**config.mk**
```make
export PLATFORM = sky130hd
export DESIGN_NAME = uart_serial_xcvr
export DESIGN_NICKNAME = d
export VERILOG_FILES = /design/src/rtl/uart_serial_pkg.sv /design/src/rtl/uart_serial_rx_fifo.sv /design/src/rtl/uart_serial_xcvr.sv
export SDC_FILE = /design/constraint.sdc
export NUM_CORES = 1
export LEC_CHECK = 0
export ABC_CLOCK_PERIOD_IN_PS = 4890
export BUFFER_PORTS_ARGS = -buffer_cell sky130_fd_sc_hd__buf_4
export CAP_MARGIN = 20
export CORE_UTILIZATION = 60
export CTS_CLUSTER_SIZE = 8
export DETAILED_ROUTE_END_ITERATION = 8
export GPL_ROUTABILITY_DRIVEN = 1
export PLACE_DENSITY = 0.8
export SYNTH_ARGS = -nofsm -noshare
export SYNTH_HDL_FRONTEND = slang
export SYNTH_SLANG_ARGS = --single-unit
```
**constraint.sdc**
```tcl
create_clock -name clk_i -period 4.89 [get_ports clk_i]
set_clock_uncertainty 0.05 [all_clocks]
set_input_delay 0.489 -clock clk_i [delete_from_list [all_inputs] [get_ports clk_i]]
set_output_delay 0.489 -clock clk_i [all_outputs]
set_load 0.02 [all_outputs]
```
**src/rtl/uart_serial_pkg.sv**
```systemverilog
// Shared types and helpers for the parametrised UART transceiver core.
// Frame parity is computed over the low (nbits_code + 5) bits of a byte.
package uart_serial_pkg;

    typedef enum logic [1:0] {
        PAR_NONE = 2'b00,
        PAR_EVEN = 2'b01,
        PAR_ODD  = 2'b10
    } parity_e;

    typedef enum logic [2:0] {
        TX_IDLE,
        TX_START,
        TX_DATA,
        TX_PARITY,
        TX_STOP
    } tx_state_e;

    typedef enum logic [2:0] {
        RX_IDLE,
        RX_START,
        RX_DATA,
        RX_PARITY,
        RX_STOP
    } rx_state_e;

    typedef struct packed {
        logic       frame_err;
        logic       parity_err;
        logic [7:0] data;
    } rx_word_t;

    localparam int WORD_W = $bits(rx_word_t);

    // XOR of the active data bits; nbits is the data width minus 5.
    function automatic logic parity_of(input logic [7:0] data, input logic [1:0] nbits);
        logic [7:0] mask;
        mask = 8'hff >> (2'd3 - nbits);
        return ^(data & mask);
    endfunction

    // Encoding 2'b11 is deliberately treated as "no parity".
    function automatic logic parity_enabled(input logic [1:0] par);
        return (par == PAR_EVEN) || (par == PAR_ODD);
    endfunction

endpackage

```
**src/rtl/uart_serial_rx_fifo.sv**
```systemverilog
// First-word-fall-through receive FIFO of rx_word_t entries.
// A pop and a push in the same clock both succeed even when full.
module uart_serial_rx_fifo
    import uart_serial_pkg::*;
#(
    parameter int DEPTH = 4
) (
    input  logic              clk_i,
    input  logic              rstn_i,
    input  logic              push_i,
    input  logic [WORD_W-1:0] wdata_i,
    input  logic              pop_i,
    output logic [WORD_W-1:0] rdata_o,
    output logic              full_o,
    output logic              empty_o
);

    localparam int             AW       = $clog2(DEPTH);
    localparam logic [AW:0]    FULL_CNT = (AW + 1)'(DEPTH);

    rx_word_t      mem [DEPTH];
    logic [AW-1:0] wr_ptr;
    logic [AW-1:0] rd_ptr;
    logic [AW:0]   count;
    logic          do_push;
    logic          do_pop;

    assign empty_o = (count == '0);
    assign full_o  = (count == FULL_CNT);
    assign do_pop  = pop_i && !empty_o;
    assign do_push = push_i && (!full_o || do_pop);
    assign rdata_o = mem[rd_ptr];

    // NOTE: sequential state uses non-blocking assignments so every flop samples pre-edge values.
    always_ff @(posedge clk_i or negedge rstn_i) begin
        if (!rstn_i) begin
            wr_ptr <= '0;
            rd_ptr <= '0;
            count  <= '0;
        end else begin
            if (do_push) wr_ptr <= wr_ptr + 1'b1;
            if (do_pop)  rd_ptr <= rd_ptr + 1'b1;
            if (do_push && !do_pop)      count <= count + 1'b1;
            else if (do_pop && !do_push) count <= count - 1'b1;
        end
    end

    // NOTE: storage is not reset; the pointers and count alone define which entries are valid.
    always_ff @(posedge clk_i) begin
        if (do_push) mem[wr_ptr] <= wdata_i;
    end

endmodule

```
**src/rtl/uart_serial_xcvr.sv**
```systemverilog
// UART transceiver: tick generator, TX and RX framers with runtime config,
// receive FIFO with per-byte parity/framing status and sticky overrun.
module uart_serial_xcvr
    import uart_serial_pkg::*;
#(
    parameter int DIV_W         = 16,
    parameter int OVERSAMPLE    = 16,
    parameter int RX_FIFO_DEPTH = 4
) (
    input  logic             clk_i,
    input  logic             rstn_i,
    input  logic [DIV_W-1:0] cfg_div_i,
    input  logic [1:0]       cfg_nbits_i,
    input  logic [1:0]       cfg_parity_i,
    input  logic             cfg_stop2_i,
    input  logic [7:0]       tx_data_i,
    input  logic             tx_valid_i,
    output logic             tx_ready_o,
    output logic             tx_busy_o,
    output logic             stx_o,
    input  logic             srx_i,
    output logic [7:0]       rx_data_o,
    output logic             rx_parity_err_o,
    output logic             rx_frame_err_o,
    output logic             rx_valid_o,
    input  logic             rx_ready_i,
    output logic             rx_overrun_o
);

    localparam int            CW       = $clog2(OVERSAMPLE);
    localparam logic [CW-1:0] CNT_LAST = CW'(OVERSAMPLE - 1);
    localparam logic [CW-1:0] CNT_MID  = CW'(OVERSAMPLE / 2 - 1);

    // Divisor is re-latched only at a wrap so a change never truncates a tick period.
    logic [DIV_W-1:0] div_cnt;
    logic [DIV_W-1:0] div_q;
    logic             tick;

    assign tick = (div_cnt == div_q);

    always_ff @(posedge clk_i or negedge rstn_i) begin
        if (!rstn_i) begin
            div_cnt <= '0;
            div_q   <= '0;
        end else if (tick) begin
            div_cnt <= '0;
            div_q   <= cfg_div_i;
        end else begin
            div_cnt <= div_cnt + 1'b1;
        end
    end

    logic [1:0] srx_sync;
    logic       rx_s;

    always_ff @(posedge clk_i or negedge rstn_i) begin
        if (!rstn_i) srx_sync <= 2'b11;
        else         srx_sync <= {srx_sync[0], srx_i};
    end

    assign rx_s = srx_sync[1];

    // ---------------- transmitter ----------------
    tx_state_e     tx_state;
    logic          tx_first;
    logic [CW-1:0] tx_cnt;
    logic [2:0]    tx_bit;
    logic [7:0]    tx_shift;
    logic [1:0]    tx_nbits;
    logic [1:0]    tx_par_cfg;
    logic          tx_stop2;
    logic          tx_stop_idx;
    logic          tx_par_bit;
    logic          stx_q;
    logic          tx_ready_q;

    always_ff @(posedge clk_i or negedge rstn_i) begin
        if (!rstn_i) begin
            tx_state    <= TX_IDLE;
            tx_first    <= 1'b0;
            tx_cnt      <= '0;
            tx_bit      <= '0;
            tx_shift    <= '0;
            tx_nbits    <= '0;
            tx_par_cfg  <= '0;
            tx_stop2    <= 1'b0;
            tx_stop_idx <= 1'b0;
            tx_par_bit  <= 1'b0;
            stx_q       <= 1'b1;
            tx_ready_q  <= 1'b1;
        end else if (tx_state == TX_IDLE) begin
            if (tx_valid_i) begin
                tx_shift   <= tx_data_i;
                tx_nbits   <= cfg_nbits_i;
                tx_par_cfg <= cfg_parity_i;
                tx_stop2   <= cfg_stop2_i;
                tx_par_bit <= parity_of(tx_data_i, cfg_nbits_i) ^ (cfg_parity_i == PAR_ODD);
                tx_first   <= 1'b1;
                tx_ready_q <= 1'b0;
                tx_state   <= TX_START;
            end
        end else if (tick) begin
            // The start bit begins on the first tick after accept, not at accept.
            if (tx_first) begin
                stx_q    <= 1'b0;
                tx_first <= 1'b0;
                tx_cnt   <= '0;
            end else if (tx_cnt != CNT_LAST) begin
                tx_cnt <= tx_cnt + 1'b1;
            end else begin
                tx_cnt <= '0;
                unique case (tx_state)
                    TX_START: begin
                        tx_state <= TX_DATA;
                        tx_bit   <= '0;
                        stx_q    <= tx_shift[0];
                    end
                    TX_DATA: begin
                        if (tx_bit == {1'b0, tx_nbits} + 3'd4) begin
                            if (parity_enabled(tx_par_cfg)) begin
                                tx_state <= TX_PARITY;
                                stx_q    <= tx_par_bit;
                            end else begin
                                tx_state    <= TX_STOP;
                                tx_stop_idx <= 1'b0;
                                stx_q       <= 1'b1;
                            end
                        end else begin
                            tx_bit   <= tx_bit + 1'b1;
                            tx_shift <= tx_shift >> 1;
                            stx_q    <= tx_shift[1];
                        end
                    end
                    TX_PARITY: begin
                        tx_state    <= TX_STOP;
                        tx_stop_idx <= 1'b0;
                        stx_q       <= 1'b1;
                    end
                    TX_STOP: begin
                        if (tx_stop_idx == tx_stop2) begin
                            tx_state   <= TX_IDLE;
                            tx_ready_q <= 1'b1;
                        end else begin
                            tx_stop_idx <= 1'b1;
                        end
                    end
                    default: tx_state <= TX_IDLE;
                endcase
            end
        end
    end

    assign stx_o      = stx_q;
    assign tx_ready_o = tx_ready_q;
    assign tx_busy_o  = !tx_ready_q;

    // ---------------- receiver ----------------
    rx_state_e     rx_state;
    logic [CW-1:0] rx_cnt;
    logic [2:0]    rx_bit;
    logic [7:0]    rx_shift;
    logic [1:0]    rx_nbits;
    logic [1:0]    rx_par_cfg;
    logic          rx_par_bit;
    logic          push;
    logic [7:0]    rx_aligned;
    rx_word_t      push_word;

    always_ff @(posedge clk_i or negedge rstn_i) begin
        if (!rstn_i) begin
            rx_state   <= RX_IDLE;
            rx_cnt     <= '0;
            rx_bit     <= '0;
            rx_shift   <= '0;
            rx_nbits   <= '0;
            rx_par_cfg <= '0;
            rx_par_bit <= 1'b0;
        end else if (tick) begin
            if (rx_state == RX_IDLE) begin
                if (!rx_s) begin
                    rx_state   <= RX_START;
                    rx_cnt     <= '0;
                    rx_nbits   <= cfg_nbits_i;
                    rx_par_cfg <= cfg_parity_i;
                end
            end else begin
                rx_cnt <= (rx_cnt == CNT_LAST) ? '0 : rx_cnt + 1'b1;
                if (rx_cnt == CNT_MID) begin
                    unique case (rx_state)
                        RX_START:  if (rx_s) rx_state <= RX_IDLE;
                        RX_DATA:   rx_shift <= {rx_s, rx_shift[7:1]};
                        RX_PARITY: rx_par_bit <= rx_s;
                        RX_STOP:   rx_state <= RX_IDLE;
                        default:   rx_state <= RX_IDLE;
                    endcase
                end else if (rx_cnt == CNT_LAST) begin
                    unique case (rx_state)
                        RX_START: begin
                            rx_state <= RX_DATA;
                            rx_bit   <= '0;
                        end
                        RX_DATA: begin
                            if (rx_bit == {1'b0, rx_nbits} + 3'd4)
                                rx_state <= parity_enabled(rx_par_cfg) ? RX_PARITY : RX_STOP;
                            else
                                rx_bit <= rx_bit + 1'b1;
                        end
                        RX_PARITY: rx_state <= RX_STOP;
                        default:   rx_state <= RX_IDLE;
                    endcase
                end
            end
        end
    end

    // Bits arrive LSB first into the top of rx_shift; narrow words are right-justified here.
    assign rx_aligned = rx_shift >> (2'd3 - rx_nbits);
    assign push       = tick && (rx_state == RX_STOP) && (rx_cnt == CNT_MID);
    assign push_word  = '{
        frame_err:  !rx_s,
        parity_err: parity_enabled(rx_par_cfg) &&
                    (parity_of(rx_aligned, rx_nbits) ^ rx_par_bit ^ (rx_par_cfg == PAR_ODD)),
        data:       rx_aligned
    };

    logic              fifo_full;
    logic              fifo_empty;
    logic [WORD_W-1:0] fifo_rdata;
    rx_word_t          head;
    logic              pop;

    uart_serial_rx_fifo #(
        .DEPTH (RX_FIFO_DEPTH)
    ) u_rx_fifo (
        .clk_i   (clk_i),
        .rstn_i  (rstn_i),
        .push_i  (push),
        .wdata_i (push_word),
        .pop_i   (rx_ready_i),
        .rdata_o (fifo_rdata),
        .full_o  (fifo_full),
        .empty_o (fifo_empty)
    );

    assign head = fifo_rdata;
    assign pop  = rx_ready_i && !fifo_empty;

    logic overrun_q;

    always_ff @(posedge clk_i or negedge rstn_i) begin
        if (!rstn_i)                         overrun_q <= 1'b0;
        else if (push && fifo_full && !pop)  overrun_q <= 1'b1;
        else if (pop)                        overrun_q <= 1'b0;
    end

    assign rx_valid_o      = !fifo_empty;
    assign rx_data_o       = rx_valid_o ? head.data       : 8'h00;
    assign rx_parity_err_o = rx_valid_o ? head.parity_err : 1'b0;
    assign rx_frame_err_o  = rx_valid_o ? head.frame_err  : 1'b0;
    assign rx_overrun_o    = overrun_q;

endmodule

```
# Word level (Yosys, flattened, before mapping)
# Memories as Yosys holds them, arrays and structs flattened.
# Cells that the tools add are included.
[classes]
n_mux = 63
reduce_logical = 50
n_bitwise = 11
addsub = 13
shift = 3
eq_ne = 37
[ops]
columns = ["cell", "count"]
rows = [
  ["two-way mux 8 bit", 8],
  ["two-way mux 3 bit", 19],
  ["AND reduction 6 bit", 6],
  ["two-way mux 1 bit", 23],
  ["two-way mux 4 bit", 5],
  ["inequality test 2 bit (second input constant)", 10],
  ["case mux 3 bit (2 select lines)", 3],
  ["adder 16 x 1 -> 16 bit (second input constant)", 1],
  ["AND 8 bit", 2],
  ["== test 16 bit", 1],
  ["two-way mux 16 bit", 1],
  ["nonzero test 2 bit", 8],
  ["parity 8 bit", 2],
  ["right shift 8 x 2 -> 8 bit (first input constant)", 2],
  ["== test 3 x 2 -> 1 bit (second input constant)", 4],
  ["inequality test 4 bit (second input constant)", 3],
  ["case mux 3 bit (4 select lines)", 1],
  ["AND reduction 4 bit", 3],
  ["adder 3 x 1 -> 3 bit (second input constant)", 3],
  ["== test 3 bit (second input constant)", 3],
  ["logical AND 1 bit", 9],
  ["zero test 3 bit", 3],
  ["inequality test 3 bit (second input constant)", 3],
  ["case mux 3 bit (3 select lines)", 1],
  ["25 further kinds", 53],
]
[word_totals]
output_inout_bits = 15
ram_bits = 40
in_bits = 34
ff_bits = 93
n_memories = 1
wordCells = 204
[memory_table]
columns = ["name", "depth", "width", "rd", "rd_clocked_by_memory_dff", "wr", "line_no", "rtl"]
rows = [
  ["u_rx_fifo.mem", 4, 10, 1, 0, 1, "uart_serial_rx_fifo.sv:21", "rx_word_t mem [DEPTH];"],
]

# Logic depth before layout (Yosys ltp)
[logic_depth]
depth_word = 9
depth_mapped = 12
ltp_nobuf = 11

# Cells and area by module
# Synthesis repeated with hierarchy kept, for this count alone.
[hier_totals]
cells_unflattened = 560
area_unflattened_um2 = 6660.1
[by_module_without_submodules]
columns = ["mod", "cells_per_inst", "n_inst", "seq_area_each_um2", "area_per_inst_um2"]
rows = [
  ["uart_serial_xcvr", 473, 1, 2157.1, 4760.8],
  ["uart_serial_rx_fifo", 87, 1, 1376.3, 1899.3],
]

# Worst setup path before layout
# Ideal clock, no wire load.
[synth_timing]
path_type = "reg2reg"
startpoint = "register rx_cnt[0]"
endpoint = "register u_rx_fifo.count[2]"
setup_slack_ns = 2.183
synth_period_minus_slack_ns = 2.707
t_arrival_ns = 2.578
t_required_ns = 4.761
path_buffers = 1
stages_incl_launch_ff = 13
setup_ns = 0.079
path_cell_list = "dfrtp_1 ha_1 nand2_1 nor2_1 and4_1 and3b_1 clkbuf_1 ha_1 inv_1 fa_1 xor2_1 nor2_1 xor2_1"
[synth_via]
elab_chain_len = 6
word_cells_on_any_way = 8
classes_between = "eq/ne (1); mux (1); reduce/logical (6)"
[synth_rtl]
columns = ["item", "line_no", "rtl"]
rows = [
  ["start: declaration", "uart_serial_xcvr.sv:159", "logic [CW-1:0] rx_cnt;"],
  ["start signal: assignment", "uart_serial_xcvr.sv:187", "rx_cnt <= (rx_cnt == CNT_LAST) ? '0 : rx_cnt + 1'b1;"],
  ["== test 4 x 3 -> 1 bit (*)", "uart_serial_xcvr.sv:218", "assign push = tick && (rx_state == RX_STOP) && (rx_cnt == CNT_MID);"],
  ["logical AND 1 bit (*)", "uart_serial_xcvr.sv:218", ""],
  ["logical AND 1 bit (*)", "uart_serial_rx_fifo.sv:31", "assign do_push = push_i && (!full_o || do_pop);"],
  ["net u_rx_fifo.do_push", "uart_serial_rx_fifo.sv:25", "logic do_push;"],
  ["zero test 1 bit", "uart_serial_rx_fifo.sv:44", "else if (do_pop && !do_push) count <= count - 1'b1;"],
  ["logical AND 1 bit", "uart_serial_rx_fifo.sv:44", ""],
  ["nonzero test 2 bit (no line)", "-", ""],
  ["end signal: assignment", "uart_serial_rx_fifo.sv:43", "if (do_push && !do_pop) count <= count + 1'b1;"],
  ["end signal: assignment", "uart_serial_rx_fifo.sv:44", ""],
  ["end: declaration", "uart_serial_rx_fifo.sv:24", "logic [AW:0] count;"],
]
# The timed path passes the listed nets; every way through them passes the cells marked *.
# A chain may end at the register's enable or synchronous reset.

# Final worst setup path
[layout_timing]
startpoint = "register rx_cnt[0]"
endpoint = "register u_rx_fifo.count[2]"
[layout_via]
elab_chain_len = 6
word_cells_on_any_way = 8
classes_between = "eq/ne (1); mux (1); reduce/logical (6)"
[layout_rtl]
columns = ["item", "line_no"]
rows = [
  ["== test 4 x 3 -> 1 bit (*)", "uart_serial_xcvr.sv:218"],
  ["logical AND 1 bit (*)", "uart_serial_xcvr.sv:218"],
  ["logical AND 1 bit (*)", "uart_serial_rx_fifo.sv:31"],
  ["zero test 1 bit", "uart_serial_rx_fifo.sv:44"],
  ["logical AND 1 bit", "uart_serial_rx_fifo.sv:44"],
  ["nonzero test 2 bit (no line)", "-"],
]
# Every way passes the cells marked *; elsewhere a longest branch is shown, timed or not.

==> metrics <==
class of the worst hold path in2reg; antenna violations before repair 0; DRT iter0 DRCs around 270; hpwl dp approximately 7.8 mm; Synth Net Count approximately 560; VDD IR-drop max ~210 uV; maxcap violations 0; Synth area leaders dfrtp_1 (35%), edfxtp_1 (19%), mux2_2 (6.3%); post-DR vias/cell around 5.7; vias in the first global route between 4000 and 5000; CTS tree built; fmax roughly 340 MHz; Internal Power between 2 and 2.5 mW; Gate Count Post-Synth approximately 520; Clock transition at path regs around 0.06 ns; Hold Vio Cnt, Final 0; Clock Tree Buf Depth 2; Seq/Total Area, Yosys 0.552; total gr overflow 0; post-synth top area share 0.348; post-CTS setup repair buffer count 0; post_cts resized 0; Gate power share 0.044; Slowest-stage cell, CP nor2_1; NetSw between 0.5 and 0.6 mW; Die H around 110 um; Switching Share 0.202; cell taking the most area after synthesis dfrtp_1; Remaining DRCs 0; CP peak stage delay around 0.43 ns; WS Path Type reg2reg; Die Footprint ~11000 um^2; pre-CTS WS a little under 2 ns; Clock Sinks roughly 130; post-synthesis async set-or-reset flop share 0.699; I/O Pins about 50; Yosys cell types ~60; CP Data Arrival Time 3.37 ns; htree depth 4; worst slew pin tran 1.02 ns; CTS root buf clkbuf_8; number of flops mapped to enable cells by yosys 40; CP top delay family simple AND/OR/NAND/NOR gates; Antenna Cells 0; largest net degree at the start of global routing between 50 and 60; Final WS setup roughly 1.9 ns; RSZ-0062 raised after global routing false; DRT antenna net count 0; Clk pwr share 0.501; Final Wtd Congestion a little under 0.8; Final #Nets 618; CP cell instances ha_1 > nand2_1 > nor2_1 > and4_1 > and3b_1 > ha_1 > inv_1 > fa_1 > xor2_1 > nor2_1 > xor2_1; Final min period between 2 and 3 ns; CP Launch Type flop; Syn Area/Cell approximately 12 um^2; Via Count just over 4000; floorplan core area between 10000 and 15000 um^2; Slew Limit Fails 0; Leakage between 3 and 4 nW; top_reg_cell synth dfrtp_1; Final period util 0.608; WP buf/inv 1; Die X roughly 110 um; Fin Hold WS between 0.1 and 0.15 ns; Yosys warning total 0; total CTS buffers 17; Final Setup Violations 0; Worst Setup End Kind flop; Yosys reg bits around 130; DR pass1 iterations 5; status complete, no violations; Crit Path Max Fanout 8; Reg power frac 0.455; setup tns final 0 ns; row count 37; Post-synth top cells dfrtp_1 (89), xnor2_1 (44), edfxtp_1 (40); clock latency on the worst-skew pair approximately 0.52 ns; power per cell area 351 nW/um^2; Wirelength per Cell ~16 um; layout cells sized above 1 0.227; initial core utilization 0.620; Cell Area, Synth around 6400 um^2; most frequent cell after synthesis dfrtp_1; number of port buffers 48; critical path data required time between 5 and 6 ns; first-pass GRT wire length approximately 20 mm; Final Routed Wirelength 11.8 mm; GRT Util Overall 0.238; number of fill cells ~660; area growth from synthesis to layout 17.3%; Max-slew headroom 0.316
## final cells by class
class,count,area [um^2],share of cell area
Clock buffer,22,433,0.0577
Clock inverter,10,179,0.0238
Inverter,15,56.3,0.00750
Multi-Input combinational cell,352,2730,0.364
Sequential cell,133,3530,0.471
Tap cell,136,170,0.0227
Timing Repair Buffer,53,403,0.0537
## cell families (layout without fill, tap and decap cells)
family,count (synthesis),in the layout,share of synthesized area
and+or+nand+nor,154,154,0.131
DFF,133,133,0.552
AOI/OAI and AO/OA,63,63,0.0608
buffers and inverters,32,100,0.0221
adders and majority gates,12,12,0.0246
xor gates and xnor gates,57,57,0.0780
muxes,66,66,0.132
## metal layers
layer,GRT usage,part of all wire
met4,0.0775,0.0083
met5,0,0
met1,0.304,0.45
met3,0.0649,0.038
met2,0.395,0.51
## what timing repair did
action | CTS | global route
hold buffers | 2 | 0
endpoints found under the hold margin | 37 | 0
setup endpoints to repair | 0 | 0
## through the flow
stage,instance area (um^2),total power [mW],utilization,std cells
6_report,7510,2.64,0.727,721
5_1_grt,7510,2.72,0.727,721
4_1_cts,7510,2.65,0.727,721
3_5_place_dp,6880,1.33,0.666,687
3_3_place_gp,6880,1.33,0.666,687
2_1_floorplan,6400,1.27,-,517
## worst reg2reg max path, cell delays in order, from the launching register on
cell and delay, ns:
dfrtp_1 0.39, ha_1 0.22, nand2_1 0.12, nor2_1 0.43
and4_1 0.29, and3b_1 0.32, ha_1 0.23, inv_1 0.06
fa_1 0.38, xor2_1 0.15, nor2_1 0.11, xor2_1 0.15
## path summary, 6_finish.rpt
check	start	endpoint	slack [ns]	depth (start not counted)
setup reg to reg	rx_cnt[0]	u_rx_fifo.count[2]	1.92	11
hold reg to reg	srx_sync[0]	srx_sync[1]	0.32	0
hold / removal	tx_data_i[7]	tx_shift[7]	0.14	2
setup / recovery	rx_cnt[0]	u_rx_fifo.count[2]	1.92	11
min in group asynchronous	rstn_i	tx_cnt[0]	0.43	2
max in group asynchronous	rstn_i	div_cnt[11]	3.32	3
## power groups by stage
stage                     clock (mW)  sequential, mW  combinational, mW
final                           1.32            1.20              0.117
after global routing            1.39            1.20              0.129
after CTS                       1.34            1.20              0.119
after detailed placement           0            1.22              0.114
after global placement             0            1.22              0.111
after floorplan                    0            1.21             0.0647
## cells in the final DEF (no fill, tap or decap), drive strengths merged, types with 3 or more instances in the layout
cell / count
a21oi: 7
a22o: 3
and2: 19
and3: 3
buf: 51
bufinv: 5
clkbuf: 22
clkinv: 4
dfrtp: 89
dfstp: 4
edfxtp: 40
ha: 11
inv: 15
mux2: 36
mux2i: 19
mux4: 11
nand2: 34
nand2b: 4
nand3: 18
nand4: 11
nor2: 35
nor2b: 4
nor3: 8
nor4b: 3
o21ai: 31
or3: 3
xnor2: 44
xor2: 13
## flip-flops by register name, indices dropped and copies added (netlist names), 3 cells and up
name             flops
u_rx_fifo.mem       40
div_cnt             16
div_q               16
rx_shift             8
tx_shift             8
rx_cnt               4
tx_cnt               4
rx_bit               3
rx_state             3
tx_bit               3
tx_state             3
u_rx_fifo.count      3
Note: power is estimated with default switching activity, not from simulation.
